## src/rtl/dispatch_scheduler.sv

```systemverilog
`default_nettype none
// ============================================================================
// Module      : dispatch_scheduler
// Description : One-entry dispatch buffer between decode/rename/ROB and the
//               per-function-unit issue queues. Accepts one renamed uop per
//               cycle, steers it to a single issue queue by one-hot futype,
//               and serializes CSR/MISC uops against the ROB.
// Ports       : clk, rst            - clock, synchronous active-high reset
//               flush               - pipeline flush, empties the buffer
//               in_valid/in_ready   - handshake with decode (dispatch_ready)
//               in_futype           - one-hot FU class (lowest set bit wins)
//               in_payload          - packed uop fields
//               rob_empty           - ROB holds no uncommitted entries
//               iq_valid/iq_ready   - one-hot request / per-queue free slot
//               iq_payload          - shared payload bus to all issue queues
//               serial_busy         - serial uop waiting or in flight
//               stall_cnt           - saturating count of stalled cycles
// Revision    : 1.0 - initial release
// ============================================================================
module dispatch_scheduler #(
    parameter int                NUM_FU      = 7,
    parameter int                PAYLOAD_W   = 128,
    parameter logic [NUM_FU-1:0] SERIAL_MASK = 7'b0110000
) (
    input  logic                 clk,
    input  logic                 rst,
    input  logic                 flush,
    input  logic                 in_valid,
    output logic                 in_ready,
    input  logic [NUM_FU-1:0]    in_futype,
    input  logic [PAYLOAD_W-1:0] in_payload,
    input  logic                 rob_empty,
    output logic [NUM_FU-1:0]    iq_valid,
    input  logic [NUM_FU-1:0]    iq_ready,
    output logic [PAYLOAD_W-1:0] iq_payload,
    output logic                 serial_busy,
    output logic [31:0]          stall_cnt
);

    localparam logic [1:0] c_ST_IDLE      = 2'd0;
    localparam logic [1:0] c_ST_HOLD      = 2'd1;
    localparam logic [1:0] c_ST_SER_WAIT  = 2'd2;
    localparam logic [1:0] c_ST_SER_BLOCK = 2'd3;

    logic [1:0]           r_state;
    logic [1:0]           w_state_nxt;
    logic [NUM_FU-1:0]    r_sel;
    logic [PAYLOAD_W-1:0] r_payload;
    logic [31:0]          r_stall_cnt;

    logic [NUM_FU-1:0]    w_sel_in;
    logic                 w_serial_in;
    logic                 w_accept;
    logic                 w_send;
    logic                 w_load;
    logic [NUM_FU-1:0]    w_iq_valid;
    logic                 w_in_ready;

    // Isolate the lowest set bit; multi-hot futypes collapse to one queue and
    // the serialization test only looks at the surviving bit.
    assign w_sel_in    = in_futype & (-in_futype);
    assign w_serial_in = |(w_sel_in & SERIAL_MASK);

    // Request is a function of state and buffered select only; the serial
    // request is additionally gated by rob_empty.
    always_comb begin
        w_iq_valid = '0;
        if (r_state == c_ST_HOLD) begin
            w_iq_valid = r_sel;
        end else if (r_state == c_ST_SER_WAIT && rob_empty) begin
            w_iq_valid = r_sel;
        end
    end

    assign w_send = |(w_iq_valid & iq_ready);

    // In HOLD the slot frees up in the same cycle it drains, giving one
    // uop per cycle back-to-back.
    always_comb begin
        w_in_ready = 1'b0;
        case (r_state)
            c_ST_IDLE: w_in_ready = 1'b1;
            c_ST_HOLD: w_in_ready = w_send;
            default:   w_in_ready = 1'b0;
        endcase
    end

    assign w_accept = in_valid && w_in_ready;

    always_comb begin
        w_state_nxt = r_state;
        w_load      = 1'b0;
        case (r_state)
            c_ST_IDLE: begin
                // Zero futype is accepted and dropped: no load, stay IDLE.
                if (w_accept && (w_sel_in != '0)) begin
                    w_load      = 1'b1;
                    w_state_nxt = w_serial_in ? c_ST_SER_WAIT : c_ST_HOLD;
                end
            end
            c_ST_HOLD: begin
                if (w_send) begin
                    w_state_nxt = c_ST_IDLE;
                    if (w_accept && (w_sel_in != '0)) begin
                        w_load      = 1'b1;
                        w_state_nxt = w_serial_in ? c_ST_SER_WAIT : c_ST_HOLD;
                    end
                end
            end
            c_ST_SER_WAIT: begin
                if (w_send) begin
                    w_state_nxt = c_ST_SER_BLOCK;
                end
            end
            c_ST_SER_BLOCK: begin
                // The serial uop is already in the ROB, so an empty ROB here
                // means it has committed.
                if (rob_empty) begin
                    w_state_nxt = c_ST_IDLE;
                end
            end
            default: w_state_nxt = c_ST_IDLE;
        endcase
        if (flush) begin
            w_state_nxt = c_ST_IDLE;
            w_load      = 1'b0;
        end
    end

    always_ff @(posedge clk) begin
        if (rst) begin
            r_state     <= c_ST_IDLE;
            r_sel       <= '0;
            r_stall_cnt <= '0;
        end else begin
            r_state <= w_state_nxt;
            if (w_load) begin
                r_sel <= w_sel_in;
            end
            if (in_valid && !w_in_ready && !flush && (r_stall_cnt != 32'hFFFF_FFFF)) begin
                r_stall_cnt <= r_stall_cnt + 32'd1;
            end
        end
    end

    // Payload content is meaningless while no request is raised, so it is
    // left out of reset.
    always_ff @(posedge clk) begin
        if (w_load) begin
            r_payload <= in_payload;
        end
    end

    assign in_ready    = w_in_ready;
    assign iq_valid    = w_iq_valid;
    assign iq_payload  = r_payload;
    assign serial_busy = (r_state == c_ST_SER_WAIT) || (r_state == c_ST_SER_BLOCK);
    assign stall_cnt   = r_stall_cnt;

endmodule
`default_nettype wire
```

## config.mk

```make
export PLATFORM = sky130hd
export DESIGN_NAME = dispatch_scheduler
export DESIGN_NICKNAME = d
export VERILOG_FILES = /design/src/rtl/dispatch_scheduler.sv
export SDC_FILE = /design/constraint.sdc
export NUM_CORES = 1
export LEC_CHECK = 0
export CAP_MARGIN = 20
export CORE_ASPECT_RATIO = 0.6
export CORE_UTILIZATION = 25
export DETAILED_ROUTE_END_ITERATION = 7
export GPL_ROUTABILITY_DRIVEN = 0
export PLACE_DENSITY = 0.64
export SLEW_MARGIN = 5
export SYNTH_ARGS = -nofsm -noshare
export SYNTH_HDL_FRONTEND = slang
export SYNTH_SLANG_ARGS = --single-unit
export TNS_END_PERCENT = 20
```

## constraint.sdc

```tcl
create_clock -name clk -period 6.1 [get_ports clk]
set_input_delay 1.22 -clock clk [delete_from_list [all_inputs] [get_ports clk]]
set_output_delay 1.22 -clock clk [all_outputs]
set_load 0.01 [all_outputs]
```

==> metrics.md, run 1 <==
| Metric | Value |
|---|---|
| Fin crit share | `68.8%` |
| Area growth syn-to-layout | `67.7%` |
| DRC | `0` |
| Tmin final | `about 4.2 ns` |
| WHS | `around 0.5 ns` |
| RSZ-0062 raised after global routing | `no` |
| Post-synthesis cell count | `~400` |
| Starting Density | `approximately 26%` |
| Hold Crit Class | `reg -> reg` |
| Mean Syn Cell Area | `around 15 um2` |
| Fmax | `about 0.24 GHz` |
| Max Cap Viol | `0` |
| Share of the synthesized area in the top cell type | `63.6%` |
| H-tree Lvls | `4` |
| Cts hold-fix bufs | `0` |
| CTS Sinks | `169` |
| Sum Neg Setup Slack | `0 ns` |
| Setup Skew | `around 0.011 ns` |
| Dominant cells by area after synthesis | `edfxtp_1 64%, dfxtp_1 14%, o31ai_1 3.1%` |
| Clk buf depth | `2` |
| Root Driver | `clkbuf_16` |
| Worst slew margin | `39.7%` |
| Worst VDD drop | `0.181 mV` |
| Clock share of power | `between 40% and 50%` |
| Ant. Diodes | `0` |
| CP Data Required Time | `slightly above 6 ns` |
| Initial antenna violation count | `0` |
| YS warnings | `0` |
| Num rows | `between 40 and 50` |
| TritonRoute pass-1 iters | `5` |
| Leakage power | `around 0.0033 uW` |
| Critical-path cell list | `clkdlybuf4s50_1, nor4_1, nand2_1, o211ai_1, inv_4, buf_4` |
| Tot GR Track Use | `between 10% and 20%` |
| CTS tree | `yes` |
| Final Max Slew Viols | `0` |
| Synth Cell Area | `about 0.006 mm2` |
| Sw Ratio | `23.7%` |
| Layout net count | `between 800 and 900` |
| Die extent in x | `203 um` |
| Place WS | `roughly 1.5 ns` |
| R2R Setup Slk | `slightly above 3 ns` |
| Pin count of the biggest net entering global routing | `63` |
| Postcts setup bufs | `0` |
| CP Class | `in -> reg` |
| Clk slew on worst S/H paths | `around 0.070 ns` |
| PwrDens | `256 mW/mm2` |
| Initial DRC count | `between 200 and 250` |
| Layout cells sized above 1 | `around 6.4%` |
| Worst-Margin Slew | `approximately 0.90 ns` |
| Synth Net Count | `~550` |
| Routed Antenna Nets | `0` |
| Dominant cell type by area after synthesis | `edfxtp_1` |
| Gr ovfl total | `0` |
| WL/cell | `17.2 um` |
| P_int | `~2000 uW` |
| Fin area | `around 0.010 mm2` |
| Flop pwr share | `between 50% and 60%` |
| #FFs+latches synth | `169` |
| Post_cts resized | `0` |
| Total core area | `0.0234 mm2` |
| NetSw | `between 600 and 700 uW` |
| Critical Path Start Type | `input pin` |
| Fin worst setup slack | `1.90 ns` |
| Number of global-route vias before repair | `about 4200` |
| First-pass GRT wire length | `26.2 mm` |
| Detail Placement HPWL | `approximately 14 mm` |
| TritonCTS buffer count | `17` |
| Clk Latency, worst-skew pair | `roughly 0.43 ns` |
| CP arrival | `roughly 4.3 ns` |
| Drt total wl | `~18 mm` |
| DR vias | `roughly 4700` |
| CP max stage delay | `0.81 ns` |
| Comb pwr share | `about 8.9%` |
| Die H | `122 um` |
| # setup viols final | `0` |
| Sequential area share after synthesis | `between 70% and 80%` |
| Die area | `approximately 0.025 mm2` |
| Placement Cell Area | `between 0.009 and 0.01 mm2` |
| # fillers | `roughly 2200` |
| Critical path peak fanout | `slightly above 60` |
| CP max-delay cell | `nor4_1` |
| Endpoints failing hold | `0` |
| IO Count | `~320` |
| I/O Buffers | `between 300 and 400` |
| Synth cell types | `44` |
| Status | `complete, no violations` |
| Vias per cell | `around 4.5` |
| CP endpoint kind | `flip-flop` |
registers in the layout (all words and copies together) (netlist names):
name and flops:
stall_cnt 32, r_state 2, iq_payload 128, r_sel 7
cell families after synthesis:
| logic type | share of synthesized area [%] |
|---|---|
| AO/OA/AOI/OAI | 8.16 |
| buffers and inverters | 1.68 |
| flip-flops | 77.2 |
| AND/OR/NAND/NOR | 11.8 |
| multiplexers | 0.891 |
| adder cells (fa/ha/maj) | 0.207 |
synth_stat cells, drive strengths merged:
library cell / n
a221oi: 1
nor4: 6
a32o: 1
a211oi: 2
a22oi: 2
and3: 3
nand4: 7
a41o: 1
clkbuf: 15
a2111oi: 1
edfxtp: 128
a31oi: 1
o21ai: 4
or2: 2
or4: 25
buf: 3
nand2: 25
mux2i: 2
and2: 2
o31ai: 25
inv: 5
dfxtp: 41
a222oi: 1
and4: 2
nor4b: 1
nor2: 11
nand2b: 3
a21oi: 35
nand3b: 1
o211ai: 1
nand4b: 2
a211o: 1
nand3: 15
nor2b: 13
mux2: 3
or3: 4
a311oi: 1
ha: 1
nor3: 2
layout by cell type (no fill, tap or decap), drive strengths merged, types with 6 or more instances in the layout:
master / n
or4: 25
buf: 6
nand4: 7
nor4: 6
nand2: 25
edfxtp: 128
a21oi: 35
inv: 12
clkdlybuf4s50: 314
nand3: 15
nor2b: 13
clkbuf: 17
nor2: 11
o31ai: 25
dfxtp: 41
per-layer routing:
metal | up-vias | share of wire [%] | track usage [%]
li1 | 2216 | - | -
met1 | 2286 | 45 | 19.9
met2 | 192 | 46 | 20.1
met3 | 11 | 8.3 | 5.05
met4 | 0 | 0.85 | 3.81
met5 | - | 0 | 0
worst max-delay path, delay by kind of cell:
| family | cells | cell delay, ns |
|---|---|---|
| AND/OR/NAND/NOR | 2 | 0.99 |
| buffers and inverters | 3 | 1.40 |
| AO/OA/AOI/OAI | 1 | 0.62 |
cell type report:
cell class              instances  area (um2)  area share [%]
inverters                       5        21.3           0.210
repair buffers                320        3190            31.5
clock buffers                  17         425            4.20
multi-input cells             207        1280            12.6
well taps                     315         394            3.89
flip-flops and latches        169        4660            46.1
clock inverters                15         156            1.54
power by group through the flow:
stage | Combinational (uW) | Clock, uW | Sequential, uW
final | 230 | 1060 | 1300
after global routing | 245 | 1140 | 1300
after CTS | 233 | 1090 | 1300
after detailed placement | 232 | 0 | 1320
after global placement | 231 | 0 | 1320
after floorplan | 29.3 | 0 | 1350
path summary, 6_finish.rpt:
path | startpoint | to | cells past startpoint
worst min register to register | r_sel[1] | r_sel[1] | 2
worst min-delay path | r_sel[1] | r_sel[1] | 2
worst max register to register | r_sel[6] | iq_payload[101] | 6
worst max-delay path | in_futype[0] | iq_payload[101] | 6
metrics by stage:
step                      power [uW]  utilization, %  cells
final                           2590            43.3   1048
after global routing            2690            43.3   1048
after CTS                       2620            43.3   1048
after detailed placement        1560            40.8   1016
after global placement          1550            40.8   1016
after floorplan                 1380               -    399
Power figures use the tool's default switching activity.
==> inputs of run 2 (changes only) <==
==> constraint.sdc (replaced) <==
create_clock -name clk -period 4.3 [get_ports clk]
set_input_delay 0.86 -clock clk [delete_from_list [all_inputs] [get_ports clk]]
set_output_delay 0.86 -clock clk [all_outputs]
set_load 0.01 [all_outputs]
==> metrics.md, run 2 (same netlist as run 1, synthesis figures left out) <==
| Metric | Value |
|---|---|
| Setup Skew | `0.0129 ns (+0.00144 ns)` |
| Postcts setup bufs | `0 (unchanged)` |
| Most common cell after layout, fill and taps aside | `clkdlybuf4s50_1` |
| # fillers | `2184 (+0.65%)` |
| Critical-path cell list | `clkdlybuf4s50_1, a222oi_1, a41o_2, inv_2, clkdlybuf4s50_1` |
| Tot GR Track Use | `13.5% (-0.61 points)` |
| Vias per cell | `4.42 (-1.5%)` |
| Routed Antenna Nets | `0 (unchanged)` |
| Most frequent cells in the layout | `314 x clkdlybuf4s50_1, 128 x edfxtp_1, 41 x dfxtp_1, 35 x a21oi_1` |
| CP Data Required Time | `3.44 ns (-2.77 ns)` |
| Detail Placement HPWL | `12.8 mm (-5.1%)` |
| CTS tree | `yes` |
| Fin util | `43.4% (+0.12 points)` |
| Endpoints failing hold | `0 (unchanged)` |
| R2r startpoint | `r_sel[2]` |
| Clk slew on worst S/H paths | `0.07 ns (about the same)` |
| PwrDens | `369 mW/mm2 (+44%)` |
| H-tree Lvls | `4 (unchanged)` |
| TritonCTS buffer count | `17 (unchanged)` |
| Final Power | `3750 uW (+45%)` |
| Drt total wl | `17.4 mm (-4.0%)` |
| Worst slew margin | `41.9% (+2.2 points)` |
| Max Cap Viol | `0 (unchanged)` |
| Area growth syn-to-layout | `68.2%` |
| Initial DRC count | `211 (-11%)` |
| # setup viols final | `0 (unchanged)` |
| Clk Latency, worst-skew pair | `0.43 ns (about the same)` |
| CP max-delay cell | `a222oi_1` |
| Fmax | `~0.28 GHz` |
| Root Driver | `clkbuf_16` |
| Initial antenna violation count | `0 (unchanged)` |
| Final Max Slew Viols | `0 (unchanged)` |
| Die area | `0.0248 mm2 (unchanged)` |
| Area of the multi-input gates | `0.00129 mm2 (+0.49%)` |
| CP max stage delay | `0.51 ns (-0.30 ns)` |
| Leakage power | `0.00326 uW (about the same)` |
| Hold Crit Class | `reg -> reg` |
| Fin crit share | `between 80 and 90%` |
| Gr ovfl total | `0 (unchanged)` |
| Fin area | `0.0102 mm2 (+0.28%)` |
| Die extent in x | `203 um (unchanged)` |
| CP arrival | `2.70 ns (-1.61 ns)` |
| Layout net count | `867 (-0.12%)` |
| Placement Cell Area | `0.00956 mm2 (+0.13%)` |
| First-pass GRT wire length | `25.1 mm (-4.2%)` |
| I/O Buffers | `315 (unchanged)` |
| RSZ-0062 raised after global routing | `no` |
| Number of global-route vias before repair | `4262 (+1.7%)` |
| Place WS | `0.655 ns (-0.892 ns)` |
| Worst VDD drop | `0.246 mV (+36%)` |
| Cts hold-fix bufs | `0 (unchanged)` |
| HP Start | `r_sel[3]` |
| Critical Path Start Type | `input pin` |
| Status | `complete, no violations` |
| TritonRoute pass-1 iters | `4 (-1)` |
| CP endpoint kind | `output pin` |
| Starting Density | `25.8% (unchanged)` |
| Critical path peak fanout | `5 (-92%)` |
| DR vias | `4627 (-1.7%)` |
| Clk buf depth | `2 (unchanged)` |
| Pin count of the biggest net entering global routing | `135 (+110%)` |
| DRC | `0 (unchanged)` |
| Die H | `122 um (unchanged)` |
| IO Count | `316 (unchanged)` |
| Num rows | `43 (unchanged)` |
| Max reg flops | `128 (unchanged)` |
| Launch point of the worst path | `iq_ready[2]` |
| Tmin final | `~3.6 ns` |
| Total core area | `0.0234 mm2 (unchanged)` |
| Post_cts resized | `0 (unchanged)` |
| WL/cell | `16.6 um (-3.8%)` |
| Layout cells sized above 1 | `6.02% (-0.39 points)` |
| Worst-Margin Slew | `0.872 ns (-0.0244 ns)` |
| Storage element area | `0.00466 mm2 (unchanged)` |
| CP most frequent cell | `clkdlybuf4s50_1` |
| Fin worst setup slack | `0.739 ns (-1.16 ns)` |
| Ant. Diodes | `0 (unchanged)` |
| CTS Sinks | `169 (unchanged)` |
| CP Class | `in -> out` |
==> run 2: worst paths after layout <==
| check | end | slack, ns | depth (start not counted) |
|---|---|---|---|
| max | in_ready | 0.74 | 5 |
| min | r_sel[3] | 0.47 | 2 |
| max reg2reg | iq_payload[39] | 1.55 | 6 |
| min reg2reg | r_sel[3] | 0.47 | 2 |
==> run 2: cell type report <==
cell class / count / area share (%)
sequential: 169 / 45.9
inverter: 5 / 0.222
multi-input combinational: 207 / 12.7
clock buffer: 19 / 4.26
clock inverter: 12 / 1.63
tap: 315 / 3.88
timing repair buffer: 319 / 31.4
==> run 2: power by group <==
group          switching, uW  total, uW  internal, uW
clock network            658       1580           921
logic                    119        327           208
registers               16.2       1840          1820
==> run 2: routing by layer <==
metal | GRT usage, % | part of all wire [%]
met5 | 0 | 0
met4 | 3.81 | 0.92
met3 | 5.42 | 8.7
met2 | 20.4 | 46
met1 | 17.7 | 44
==> run 2: stage by stage <==
step	instances	TNS (ns)	hold slack [ns]
after global routing	1046	0	0.512
after global placement	1015	0	0.474
after CTS	1046	0	0.474
after detailed placement	1015	0	0.464
after floorplan	399	-10.54	0.440
final	1046	0	0.472
==> run 2: critical path, delay by kind of cell <==
family                 cells  cell delay, ns
buffers and inverters      3            0.99
AO/OA/AOI/OAI              2            0.85
==> inputs of run 3 (changes only) <==
--- a/config.mk
+++ b/config.mk
@@ -10,7 +10,7 @@
 export CORE_UTILIZATION = 25
 export DETAILED_ROUTE_END_ITERATION = 7
 export GPL_ROUTABILITY_DRIVEN = 0
-export PLACE_DENSITY = 0.64
+export PLACE_DENSITY = 0.66
 export SLEW_MARGIN = 5
 export SYNTH_ARGS = -nofsm -noshare
 export SYNTH_HDL_FRONTEND = slang
==> constraint.sdc (replaced) <==
create_clock -name clk -period 3.2 [get_ports clk]
set_input_delay 0.64 -clock clk [delete_from_list [all_inputs] [get_ports clk]]
set_output_delay 0.64 -clock clk [all_outputs]
set_load 0.01 [all_outputs]
==> metrics.md, run 3 (same netlist as run 1, synthesis figures left out) <==
| Metric | Value |
|---|---|
| Fin area | `0.0103 mm2 (+1.1%)` |
| WHS Endpoint | `r_sel[3]` |
| Post_cts resized | `0 (unchanged)` |
| Die H | `122 um (unchanged)` |
| Leakage power | `0.00332 uW (+2.0%)` |
| Most common cell after layout, fill and taps aside | `clkdlybuf4s50_1` |
| Die area | `0.0248 mm2 (unchanged)` |
| Routed Antenna Nets | `0 (unchanged)` |
| Initial DRC count | `335 (+59%)` |
| Setup Skew | `0.0106 ns (-0.00221 ns)` |
| H-tree Lvls | `4 (unchanged)` |
| Most frequent cells in the layout | `315 x clkdlybuf4s50_1, 128 x edfxtp_1, 41 x dfxtp_1, 35 x a21oi_1` |
| Pin count of the biggest net entering global routing | `70 (-48%)` |
| Critical Path Start Type | `input pin` |
| Layer with the highest usage | `met2` |
| CP Data Required Time | `2.56 ns (-0.88 ns)` |
| Vias per cell | `4.51 (+2.1%)` |
| # fillers | `2117 (-3.1%)` |
| CTS tree | `yes` |
| CP Class | `in -> out` |
| Layout cells sized above 1 | `7.40% (+1.4 points)` |
| Status | `complete, no violations` |
| Worst slew margin | `41.2% (-0.69 points)` |
| HP Start | `r_sel[3]` |
| Clk buf depth | `2 (unchanged)` |
| Layout net count | `878 (+1.3%)` |
| Clk Latency, worst-skew pair | `0.43 ns (about the same)` |
| GR met1 Demand/Resource | `19.5% (+1.8 points)` |
| CTS Sinks | `169 (unchanged)` |
| Hold path cells | `2 (unchanged)` |
| Reg2reg end | `stall_cnt[31]` |
| Max reg flops | `128 (unchanged)` |
| Detail Placement HPWL | `14.3 mm (+11%)` |
| Critical path peak fanout | `4 (-1)` |
| WL/cell | `17.9 um (+8.0%)` |
| PwrDens | `494 mW/mm2 (+34%)` |
| Gr ovfl total | `0 (unchanged)` |
| TritonCTS buffer count | `17 (unchanged)` |
| R2R Setup Slk | `0.65 ns (-0.90 ns)` |
| Starting Density | `25.8% (unchanged)` |
| Area growth syn-to-layout | `69.9%` |
| TritonRoute pass-1 iters | `5 (+1)` |
| Max Cap Viol | `0 (unchanged)` |
| Clk slew on worst S/H paths | `0.07 ns (about the same)` |
| Sum Neg Setup Slack | `0 ns (unchanged)` |
| Worst VDD drop | `0.327 mV (+33%)` |
| CP endpoint kind | `output pin` |
| Tmin final | `3.05 ns` |
| Total core area | `0.0234 mm2 (unchanged)` |
| Launch point of the worst path | `iq_ready[2]` |
| # setup viols final | `0 (unchanged)` |
| Placement Cell Area | `0.00965 mm2 (+0.92%)` |
| Number of global-route vias before repair | `4436 (+4.1%)` |
| Root Driver | `clkbuf_16` |
| Worst-Margin Slew | `0.879 ns (+0.00759 ns)` |
| Fmax | `about 0.33 GHz` |
| Drt total wl | `19.0 mm (+9.4%)` |
| R2r worst-path depth | `7 (+1)` |
| Die extent in x | `203 um (unchanged)` |
| I/O Buffers | `315 (unchanged)` |
| R2r startpoint | `r_sel[2]` |
| Cts hold-fix bufs | `0 (unchanged)` |
| RSZ-0062 raised after global routing | `no` |
| GR Layer Usage met2 | `23.3% (+2.9 points)` |
| Fin crit share | `between 90% and 100%` |
| CP arrival | `2.41 ns (-0.29 ns)` |
| DR vias | `4781 (+3.3%)` |
| Final Max Slew Viols | `0 (unchanged)` |
| IO Count | `316 (unchanged)` |
| Num rows | `43 (unchanged)` |
| Postcts setup bufs | `0 (unchanged)` |
| Initial antenna violation count | `1 (+1)` |
| First-pass GRT wire length | `27.5 mm (+9.8%)` |
| Tot GR Track Use | `15.0% (+1.6 points)` |
| Hold Crit Class | `reg -> reg` |
| GRT met3 Usage | `5.82% (+0.40 points)` |
| DRC | `0 (unchanged)` |
| Endpoints failing hold | `0 (unchanged)` |
==> run 3: cell count changes in the layout (fill, tap and decap cells not counted), moves of 2 or more <==
cell	change
clkbuf_1	-2
inv_6	-2
buf_4	+11
clkinv_1	+2
inv_8	+3
==> run 3: cell type report <==
cell class | count | area [um2] | share of cell area, %
Multi-Input combinational cell | 207 | 1290 | 12.5
Tap cell | 315 | 394 | 3.84
Clock inverter | 15 | 190 | 1.85
Inverter | 5 | 22.5 | 0.219
Antenna cell | 1 | 2.50 | 0.0244
Sequential cell | 169 | 4660 | 45.4
Timing Repair Buffer | 330 | 3280 | 31.9
Clock buffer | 17 | 425 | 4.14
==> run 3: worst max-delay path, stage by stage <==
cell and delay (ns):
clkdlybuf4s50_1 0.40, a222oi_1 0.42, buf_4 0.19, a41o_2 0.21, inv_2 0.06, clkdlybuf4s50_1 0.49
==> run 3: through the flow <==
stage	utilization (%)	instances	hold slack [ns]	worst slack, ns	total power, uW
floorplan	-	399	0.440	-0.962	2620
global placement	41.2	1026	0.471	0.0215	2970
detailed placement	41.2	1026	0.474	-0.0672	2980
CTS	43.8	1058	0.485	0.130	5150
global route	43.9	1059	0.512	0.130	5270
finish	43.9	1059	0.494	0.147	5070
==> run 3: where the power goes <==
group	leakage, uW	switching (uW)	total [uW]	internal (uW)
sequential	0.00153	22.8	2470	2450
combinational	0.00150	165	452	287
clock	0.000295	901	2150	1250
total	0.00332	1090	5070	3980
==> run 3: worst max path at each step <==
stage | end | slack (ns)
after floorplan | iq_payload[0] | -0.96
after global placement | stall_cnt[25] | 0.02
after detailed placement | stall_cnt[31] | -0.07
after CTS | in_ready | 0.13
after global routing | iq_valid[2] | 0.13
final | in_ready | 0.15
==> run 3: routing by layer <==
metal  wire, um  up-vias
met5          0        -
met4        187        0
met3       1490        9
met2       9110      213
met1       8190     2315
li1           -     2244
